### config.mk
export PLATFORM = sky130hd
export DESIGN_NAME = svf_multichannel
export DESIGN_NICKNAME = d
export VERILOG_FILES = /design/src/rtl/svf_pkg.sv /design/src/rtl/svf_mul.sv /design/src/rtl/svf_multichannel.sv
export SDC_FILE = /design/constraint.sdc
export NUM_CORES = 2
export LEC_CHECK = 0
export ABC_AREA = 1
export ABC_CLOCK_PERIOD_IN_PS = 29900
export CAP_MARGIN = 15
export CORE_MARGIN = 2
export CORE_UTILIZATION = 55
export DETAILED_ROUTE_END_ITERATION = 7
export PLACE_DENSITY_LB_ADDON = 0.15
export SLEW_MARGIN = 10
export SYNTH_ARGS = -nofsm -noshare
export SYNTH_HDL_FRONTEND = slang
export SYNTH_SLANG_ARGS = --single-unit
### constraint.sdc
create_clock -name clk -period 29.9 [get_ports clk]
set_input_delay 8.97 -clock clk [delete_from_list [all_inputs] [get_ports clk]]
set_output_delay 8.97 -clock clk [all_outputs]
set_load 0.02 [all_outputs]
### src/rtl/svf_pkg.sv
// rtl/svf_pkg.sv - shared types, constants and saturation helper for the multichannel SVF
package svf_pkg;

  localparam int DATA_W = 16;
  localparam int ACC_W  = DATA_W + 2;
  // Headroom for intermediate sums before they are clamped back to ACC_W or DATA_W
  localparam int WIDE_W = 40;

  typedef logic [2:0] state_t;
  localparam state_t IDLE    = 3'd0;
  localparam state_t S_FBP   = 3'd1;
  localparam state_t S_QBP   = 3'd2;
  localparam state_t S_FHP   = 3'd3;
  localparam state_t S_STORE = 3'd4;

  typedef enum logic [1:0] {
    HP    = 2'd0,
    LP    = 2'd1,
    BP    = 2'd2,
    NOTCH = 2'd3
  } mode_t;

  function automatic logic signed [WIDE_W-1:0] sat(input logic signed [WIDE_W-1:0] value,
                                                   input int width);
    logic signed [WIDE_W-1:0] hi;
    logic signed [WIDE_W-1:0] lo;
    hi = (WIDE_W'(1) <<< (width - 1)) - WIDE_W'(1);
    lo = -hi - WIDE_W'(1);
    if (value > hi) return hi;
    if (value < lo) return lo;
    return value;
  endfunction

endpackage

### src/rtl/svf_mul.sv
// rtl/svf_mul.sv - registered signed x unsigned multiply, Q1.(W-1) rescale and clamp to W+2 bits
module svf_mul
  import svf_pkg::*;
#(
  parameter int W = DATA_W
) (
  input  logic                clk,
  input  logic                rst_n,
  input  logic signed [W+1:0] a,
  input  logic        [W-1:0] b,
  output logic signed [W+1:0] p
);

  localparam int PW = 2 * W + 3;

  logic signed [PW-1:0] full;

  always_comb begin
    full = PW'(a) * PW'($signed({1'b0, b}));
  end

  // Arithmetic shift floors toward minus infinity, matching the loop's truncation behaviour
  always_ff @(posedge clk or negedge rst_n) begin
    if (!rst_n) begin
      p <= '0;
    end else begin
      p <= (W + 2)'(sat(WIDE_W'(full >>> (W - 1)), W + 2));
    end
  end

endmodule

### src/rtl/svf_multichannel.sv
// rtl/svf_multichannel.sv - N-channel time-multiplexed Chamberlin state-variable filter
// One shared multiplier; four cycles per channel per sample_clk rising edge.
module svf_multichannel
  import svf_pkg::*;
#(
  parameter int W     = DATA_W,
  parameter int CH    = 4,
  parameter int Q_MIN = 4096
) (
  input  logic            clk,
  input  logic            rst_n,
  input  logic            sample_clk,
  input  logic [CH*W-1:0] sample_in,
  input  logic [CH*W-1:0] cutoff,
  input  logic [CH*W-1:0] resonance,
  input  logic [CH*2-1:0] mode,
  output logic [CH*W-1:0] sample_out,
  output logic            out_valid,
  output logic            busy,
  output logic            overrun
);

  localparam int AW = W + 2;
  localparam int CW = (CH > 1) ? $clog2(CH) : 1;
  localparam logic [W-1:0] MID    = {1'b1, {(W - 1){1'b0}}};
  localparam logic [W-1:0] QMIN_V = W'(Q_MIN);

  logic [2:0] sync_q;
  logic       samp_rise;

  logic signed [W-1:0] snap_in   [CH];
  logic        [W-1:0] snap_cut  [CH];
  logic        [W-1:0] snap_res  [CH];
  logic        [1:0]   snap_mode [CH];

  state_t         state;
  logic [CW-1:0]  ch;

  logic signed [AW-1:0] lp_mem [CH];
  logic signed [AW-1:0] bp_mem [CH];
  logic signed [AW-1:0] lp_new;
  logic signed [AW-1:0] hp_reg;
  logic signed [AW-1:0] prod;
  logic        [W-1:0]  out_reg [CH];

  logic        [W-1:0]  u_cut;
  logic        [W-1:0]  u_res;
  logic        [W-1:0]  f_coef;
  logic        [W-1:0]  q_raw;
  logic        [W-1:0]  q_coef;
  logic signed [AW-1:0] mul_a;
  logic        [W-1:0]  mul_b;
  logic signed [AW-1:0] lp_sum;
  logic signed [AW-1:0] hp_next;
  logic signed [AW-1:0] bp_sum;
  logic signed [AW-1:0] notch_sum;
  logic signed [AW-1:0] sel;
  logic        [W-1:0]  out_w;
  mode_t                cur_mode;

  // Two synchroniser flops plus one history flop for the rising-edge detect
  always_ff @(posedge clk or negedge rst_n) begin
    if (!rst_n) begin
      sync_q <= '0;
    end else begin
      sync_q <= {sync_q[1:0], sample_clk};
    end
  end

  assign samp_rise = sync_q[1] & ~sync_q[2];
  assign busy      = (state != IDLE);

  always_comb begin
    u_cut  = snap_cut[ch] ^ MID;
    u_res  = snap_res[ch] ^ MID;
    f_coef = u_cut >> 2;
    q_raw  = MID - (u_res >> 1);
    q_coef = (q_raw < QMIN_V) ? QMIN_V : q_raw;
  end

  always_comb begin
    lp_sum    = AW'(sat(WIDE_W'(lp_mem[ch]) + WIDE_W'(prod), AW));
    hp_next   = AW'(sat(WIDE_W'(snap_in[ch]) - WIDE_W'(lp_new) - WIDE_W'(prod), AW));
    bp_sum    = AW'(sat(WIDE_W'(bp_mem[ch]) + WIDE_W'(prod), AW));
    notch_sum = AW'(sat(WIDE_W'(hp_reg) + WIDE_W'(lp_new), AW));
  end

  // hp feeds the multiplier combinationally so f*hp is ready in S_STORE
  always_comb begin
    mul_a = '0;
    mul_b = '0;
    case (state)
      S_FBP: begin
        mul_a = bp_mem[ch];
        mul_b = f_coef;
      end
      S_QBP: begin
        mul_a = bp_mem[ch];
        mul_b = q_coef;
      end
      S_FHP: begin
        mul_a = hp_next;
        mul_b = f_coef;
      end
      default: begin
        mul_a = '0;
        mul_b = '0;
      end
    endcase
  end

  always_comb begin
    cur_mode = mode_t'(snap_mode[ch]);
    sel      = notch_sum;
    case (cur_mode)
      HP:      sel = hp_reg;
      LP:      sel = lp_new;
      BP:      sel = bp_sum;
      default: sel = notch_sum;
    endcase
    out_w = W'(sat(WIDE_W'(sel), W));
  end

  svf_mul #(.W(W)) u_mul (
    .clk   (clk),
    .rst_n (rst_n),
    .a     (mul_a),
    .b     (mul_b),
    .p     (prod)
  );

  always_ff @(posedge clk or negedge rst_n) begin
    if (!rst_n) begin
      state     <= IDLE;
      ch        <= '0;
      lp_new    <= '0;
      hp_reg    <= '0;
      out_valid <= 1'b0;
      overrun   <= 1'b0;
      for (int c = 0; c < CH; c++) begin
        snap_in[c]   <= '0;
        snap_cut[c]  <= '0;
        snap_res[c]  <= '0;
        snap_mode[c] <= '0;
        lp_mem[c]    <= '0;
        bp_mem[c]    <= '0;
        out_reg[c]   <= '0;
      end
    end else begin
      out_valid <= 1'b0;
      overrun   <= samp_rise && (state != IDLE);
      case (state)
        IDLE: begin
          if (samp_rise) begin
            for (int c = 0; c < CH; c++) begin
              snap_in[c]   <= sample_in[c*W +: W];
              snap_cut[c]  <= cutoff[c*W +: W];
              snap_res[c]  <= resonance[c*W +: W];
              snap_mode[c] <= mode[c*2 +: 2];
            end
            ch    <= '0;
            state <= S_FBP;
          end
        end
        S_FBP: begin
          state <= S_QBP;
        end
        S_QBP: begin
          lp_new <= lp_sum;
          state  <= S_FHP;
        end
        S_FHP: begin
          hp_reg <= hp_next;
          state  <= S_STORE;
        end
        S_STORE: begin
          lp_mem[ch]  <= lp_new;
          bp_mem[ch]  <= bp_sum;
          out_reg[ch] <= out_w;
          if (ch == CW'(CH - 1)) begin
            out_valid <= 1'b1;
            state     <= IDLE;
          end else begin
            ch    <= ch + CW'(1);
            state <= S_FBP;
          end
        end
        default: begin
          state <= IDLE;
        end
      endcase
    end
  end

  for (genvar g = 0; g < CH; g++) begin : g_pack
    assign sample_out[g*W +: W] = out_reg[g];
  end

endmodule

# ---- Yosys cells after proc, flatten, opt, wreduce, memory -nomap -nowiden
# Index checks and enable logic that the tools add are counted.
dict set report totals {
  out_inout_bits 67
  memories 0
  mem_bits_rw 0
  romBits 0
  latchBits 0
  inputBits 203
  word_cells 162
  register_bits 472
}
dict set report classes {
  bitwise 5
  n_shift 0
  add_sub_neg 7
  mux 79
  n_eq_ne 9
  mul 1
  n_reduce_logical 10
  magnitude_cmp 15
  div 0
}
# operator n
set op_table {}
lappend op_table {{$mux W18} 25}
lappend op_table {{$mux W16} 12}
lappend op_table {{$bwmux W72} 2}
lappend op_table {{$bmux W16 S2} 3}
lappend op_table {{$bmux W18 S2} 2}
lappend op_table {{$bwmux W64} 1}
lappend op_table {{$add A18 B18 Y19} 3}
lappend op_table {{$gt A19 B18 Y1 const B} 3}
lappend op_table {{$lt A19 B18 Y1 const B} 3}
lappend op_table {{$pmux W18 S3} 1}
lappend op_table {{$gt A20 B18 Y1 const B} 2}
lappend op_table {{$lt A20 B18 Y1 const B} 2}
lappend op_table {{$demux W18 S2} 1}
lappend op_table {{$pmux W18 S2} 1}
lappend op_table {{$mul A18 B17 Y35} 1}
lappend op_table {{$demux W16 S2} 1}
lappend op_table {{$pmux W16 S2} 1}
lappend op_table {{$mux W1} 21}
lappend op_table {{$sub A19 B18 Y20} 1}
lappend op_table {{$sub A16 B18 Y19} 1}
lappend op_table {{$gt A18 B16 Y1 const B} 1}
lappend op_table {{$lt A18 B16 Y1 const B} 1}
lappend op_table {{$lt A16 B13 Y1 const B} 1}
lappend op_table {{$sub A16 B15 Y16 const A} 1}
lappend op_table {{other kinds (25)} 35}

# ---- Logic depth before layout (Yosys ltp)
dict set report depth {
  word_depth 18
  depth_mapped 58
  depth_no_buf 49
}

# ---- By module
# A second synthesis with hierarchy kept.
dict set report unflattened {
  hier_cells 4920
  area_unflattened_um2 37108.1
}
# mod cells_per_inst area_per_inst_um2 n_inst seq_area_each_um2
set modules_own_cells {}
lappend modules_own_cells {svf_multichannel 3288 24736.2 1 11060.6}
lappend modules_own_cells {svf_mul 1632 12371.9 1 450.4}

# ---- Worst setup path before layout
# Ideal clock, no wire load.
dict set report synth_path {
  kind {reg-to-reg}
  startpoint {register ch[0]}
  endpoint {register u_mul.p[10]}
  t_arrival_ns 10.040
  synth_period_minus_slack_ns 10.174
  n_path_buf 10
  path_stages_with_launch 49
  path_slack_ns 19.726
  required_ns 29.766
  setup_time_ns 0.134
  path_cell_list {dfrtp_1 buf_6 inv_2 buf_6 buf_2 clkbuf_1 buf_2 clkbuf_1 clkbuf_1 nor2_1 o22ai_1 fa_1 ha_1 nand2_1 nor3_1 nand3_1 nand3_1 xor2_1 (+13 left out) fa_1 fa_1 inv_1 fa_1 inv_1 ha_1 nand2_1 nor4_1 nand3_1 nand3_1 nand2_1 nand2_1 nand2_1 nand2_1 xor2_1 o21bai_1 clkbuf_1 nand2_1}
}
dict set report synth_via {
  elab_chain_len 18
  word_cells_on_any_way 39
  classes_between {add/sub: 3; mul: 1; order compare: 5; mux: 27; bitwise: 3}
}
# item line_no
set synth_rtl {}
lappend synth_rtl {{from (decl)} svf_multichannel.sv:37} ;# logic [CW-1:0] ch;
lappend synth_rtl {{from (signal assigned)} svf_multichannel.sv:184} ;# ch <= ch + CW'(1);
lappend synth_rtl {{$not A2 Y3 (implied by the code) (*)} --}
lappend synth_rtl {{$bmux W16 S2} svf_multichannel.sv:83} ;# hp_next = AW'(sat(WIDE_W'(snap_in[ch]) - WIDE_W'(lp_new) - WIDE_W'(prod), AW));
lappend synth_rtl {{$mux W16 (implied by the code) (2 in a row)} svf_multichannel.sv:83}
lappend synth_rtl {{$sub A16 B18 Y19} svf_multichannel.sv:83}
lappend synth_rtl {{$sub A19 B18 Y20} svf_multichannel.sv:83}
lappend synth_rtl {{$lt A20 B18 Y1} svf_pkg.sv:30} ;# if (value < lo) return lo;
lappend synth_rtl {{$mux W1 (2 in a row)} svf_pkg.sv:30}
lappend synth_rtl {{$mux W18} svf_pkg.sv:31} ;# return value;
lappend synth_rtl {{$mux W18} svf_pkg.sv:30}
lappend synth_rtl {{$pmux W18 S2} svf_multichannel.sv:92} ;# case (state)
lappend synth_rtl {{$mul A18 B17 Y35 (*)} svf_mul.sv:19} ;# full = PW'(a) * PW'($signed({1'b0, b}));
lappend synth_rtl {{$lt A20 B18 Y1} svf_pkg.sv:30}
lappend synth_rtl {{$mux W1 (2 in a row)} svf_pkg.sv:30}
lappend synth_rtl {{$mux W18} svf_pkg.sv:31}
lappend synth_rtl {{$mux W18 (*)} svf_pkg.sv:30}
lappend synth_rtl {{to (signal assigned)} svf_mul.sv:27} ;# p <= (W + 2)'(sat(WIDE_W'(full >>> (W - 1)), W + 2));
lappend synth_rtl {{to (decl)} svf_mul.sv:11} ;# output logic signed [W+1:0] p
# Every way passes the cells marked *; elsewhere a longest branch is shown, timed or not. The select of a mux whose other input is x is not followed.
# A chain may end at the register's enable or synchronous reset.

# ---- Worst setup path in the final report
dict set report layout_path {
  startpoint {register ch[1]}
  endpoint {register u_mul.p[10]}
}
# The elaborated chain is that of the path after synthesis.

==> flow_summary.ini <==
[status]
status = finished clean

[detailed_routing]
routed_wirelength_mm = 104.4
num_vias = 31240
wl_per_cell_um = 17.99
first_pass_iters = 6
ant_nets = 0
first_iter_violations = 2307
viasPerCell = 5.381
drc = 0

[final_layout]
fillers = 5968
final_cell_mix = nand2_1, inv_1, dfrtp_1
nets = 5578
largest_registers = bp_mem: 72 flops, lp_mem: 72 flops
syn_to_final_growth_pct = 12.76
final_common_cell = nand2_1
drive_gt1_frac = 0.04417

[yosys]
synth_top_area_cell = dfrtp_1
synth_top_area_share = 0.3148
yosys-top-cells-area = dfrtp_1, nand2_1, fa_1
syn-cell-area_um2 = 36570
synth_edf_count = 0
ys_async_sr_fraction = 1.000
syn_inst = 4760
synth_area_per_cell_um2 = 7.683
syn_nets = 5440
synth-seq-cells = 460
ys_types = 58
seq_area_frac_synth = 0.3148
synth_flop_cell = dfrtp_1
synth_warnings = 0

[clock_tree]
path_clk_slew_ns = 0.06
cts.htree.levels = 2
post-cts-setup-buffer-count = 0
clk_latency_ns = 0.62
numCtsBuffers = 50
cts_buffer_depth = 3
cts_sinks = 460
root_buffer = clkbuf_16
cts_tree = done
ctsResizeCount = 0
holdBufCountCts = 0

[timing]
final_hold_viol_count = 0
slew_headroom = 0.2575
fin_crit_sh = 0.4046
period_minus_slack_ns = 12.10
tns_ns = 0
max_freq_mhz = 82.67
worstMarginPinSlew_ns = 1.114
setup_viol = 0
final_max_slew_viol_count = 0
rsz0062_at_grt = no
fin_skew_ns = 0.05599

[worst_setup_path]
crit_top_cell = nand2_1
r2r_cells = 39
crit_slowest_cell = o21bai_1
crit_path_end = u_mul.p[10]
r2r-end = u_mul.p[10]
cp-start-kind = flop
critPathArrivalTime_ns = 12.54
rrSetupSlack_ns = 17.80
crit_fanout = 51
critical_path_class = flop to flop
cp.required_ns = 30.34
slowest_delay_ns = 0.78
rr_startpoint = ch[1]
cp-startpoint = ch[1]
endpoint_kind = flop

[global_routing]
grt_pass1_vias = 31660
grt_first_pass_wirelength_mm = 169.4
global_route.overflow_total = 0
grt_start_max_net_pins = 162
grt_antenna_before_repair = 6
grt_usage = 0.3155

[place]
place_congestion = 0.9703
place_hpwl_mm = 77.32
io_buffers = 257

[die]
start_util = 0.5563
ios = 270
dieHeight_um = 261.9
die_w_um = 261.9
dieArea_um2 = 68570
fp-row-count = 94
core_um2 = 65750

[job]
maxCapViolCount = 0

[min_path]
min_path_type = flop to flop
kinds of logic (layout without fill, tap and decap cells):
family	count (synthesis)	count (layout)	share of synthesized area
fa+ha+maj	477	477	0.2272
simple gates	2184	2184	0.2396
compound gates	666	666	0.1012
flops	460	460	0.3148
xor+xnor	84	84	0.02012
other cells	0	6	0
buf+inv	889	1064	0.09710
synth_stat cells (16+ instances only):
master / n
xnor2_1: 35
nand2_2: 38
nor2_1: 248
ha_1: 165
nand3_1: 74
nand4_1: 26
buf_6: 16
inv_1: 682
a21oi_1: 177
fa_1: 312
o22ai_1: 71
xor2_1: 49
buf_2: 33
dfrtp_1: 460
clkbuf_1: 128
o21ai_0: 320
nand2_1: 1723
nand3_2: 18
layer usage:
| layer | routed length, um | share of wire | GRT usage | vias to the layer above |
|---|---|---|---|---|
| met5 | 0 | 0 | 0 | - |
| met4 | 4718 | 0.045 | 0.1337 | 0 |
| met2 | 49360 | 0.47 | 0.5258 | 974 |
| li1 | - | - | - | 14970 |
| met3 | 6031 | 0.058 | 0.04099 | 222 |
| met1 | 44330 | 0.42 | 0.4168 | 15070 |
worst min-delay path by stage:
stage               from        end  slack (ns)  cells past startpoint
4_1_cts        sync_q[0]  sync_q[1]        0.35                      0
2_1_floorplan  sync_q[0]  sync_q[1]        0.33                      0
6_report       sync_q[0]  sync_q[1]        0.35                      0
3_5_place_dp   sync_q[0]  sync_q[1]        0.33                      0
5_1_grt        sync_q[0]  sync_q[1]        0.35                      0
3_3_place_gp   sync_q[0]  sync_q[1]        0.34                      0
area by class of cell:
cell class,count,area [um^2],share of cell area
Clock inverter,19,271.5,0.006584
Inverter,691,2599,0.06302
Timing Repair Buffer,284,2805,0.06803
Tap cell,864,1081,0.02622
Sequential cell,460,11520,0.2793
Multi-Input combinational cell,3411,21530,0.5222
Clock buffer,70,1416,0.03435
Antenna cell,6,15.01,0.0003641
per-stage QoR:
stage,instance area (um^2),cells,worst slack (ns),hold slack (ns),utilization
2_1_floorplan,36570,4760,19.73,0.3312,-
3_3_place_gp,39530,5710,18.02,0.3391,0.6013
3_5_place_dp,39530,5710,17.90,0.3347,0.6013
4_1_cts,41220,5799,17.94,0.3474,0.6270
5_1_grt,41240,5805,16.74,0.3506,0.6272
6_report,41240,5805,17.80,0.3469,0.6272
worst max-delay path: cells and delay by family, from the launching register on:
kind / cells / cell delay, ns
fa+ha+maj: 9 / 4.41
simple gates: 18 / 3.14
compound gates: 4 / 2.15
buf+inv: 6 / 1.53
flops: 1 / 0.43
xor+xnor: 2 / 0.28
Power is not shown: default switching activity piles up to over one toggle a cycle in this logic, so the estimate is an artifact.
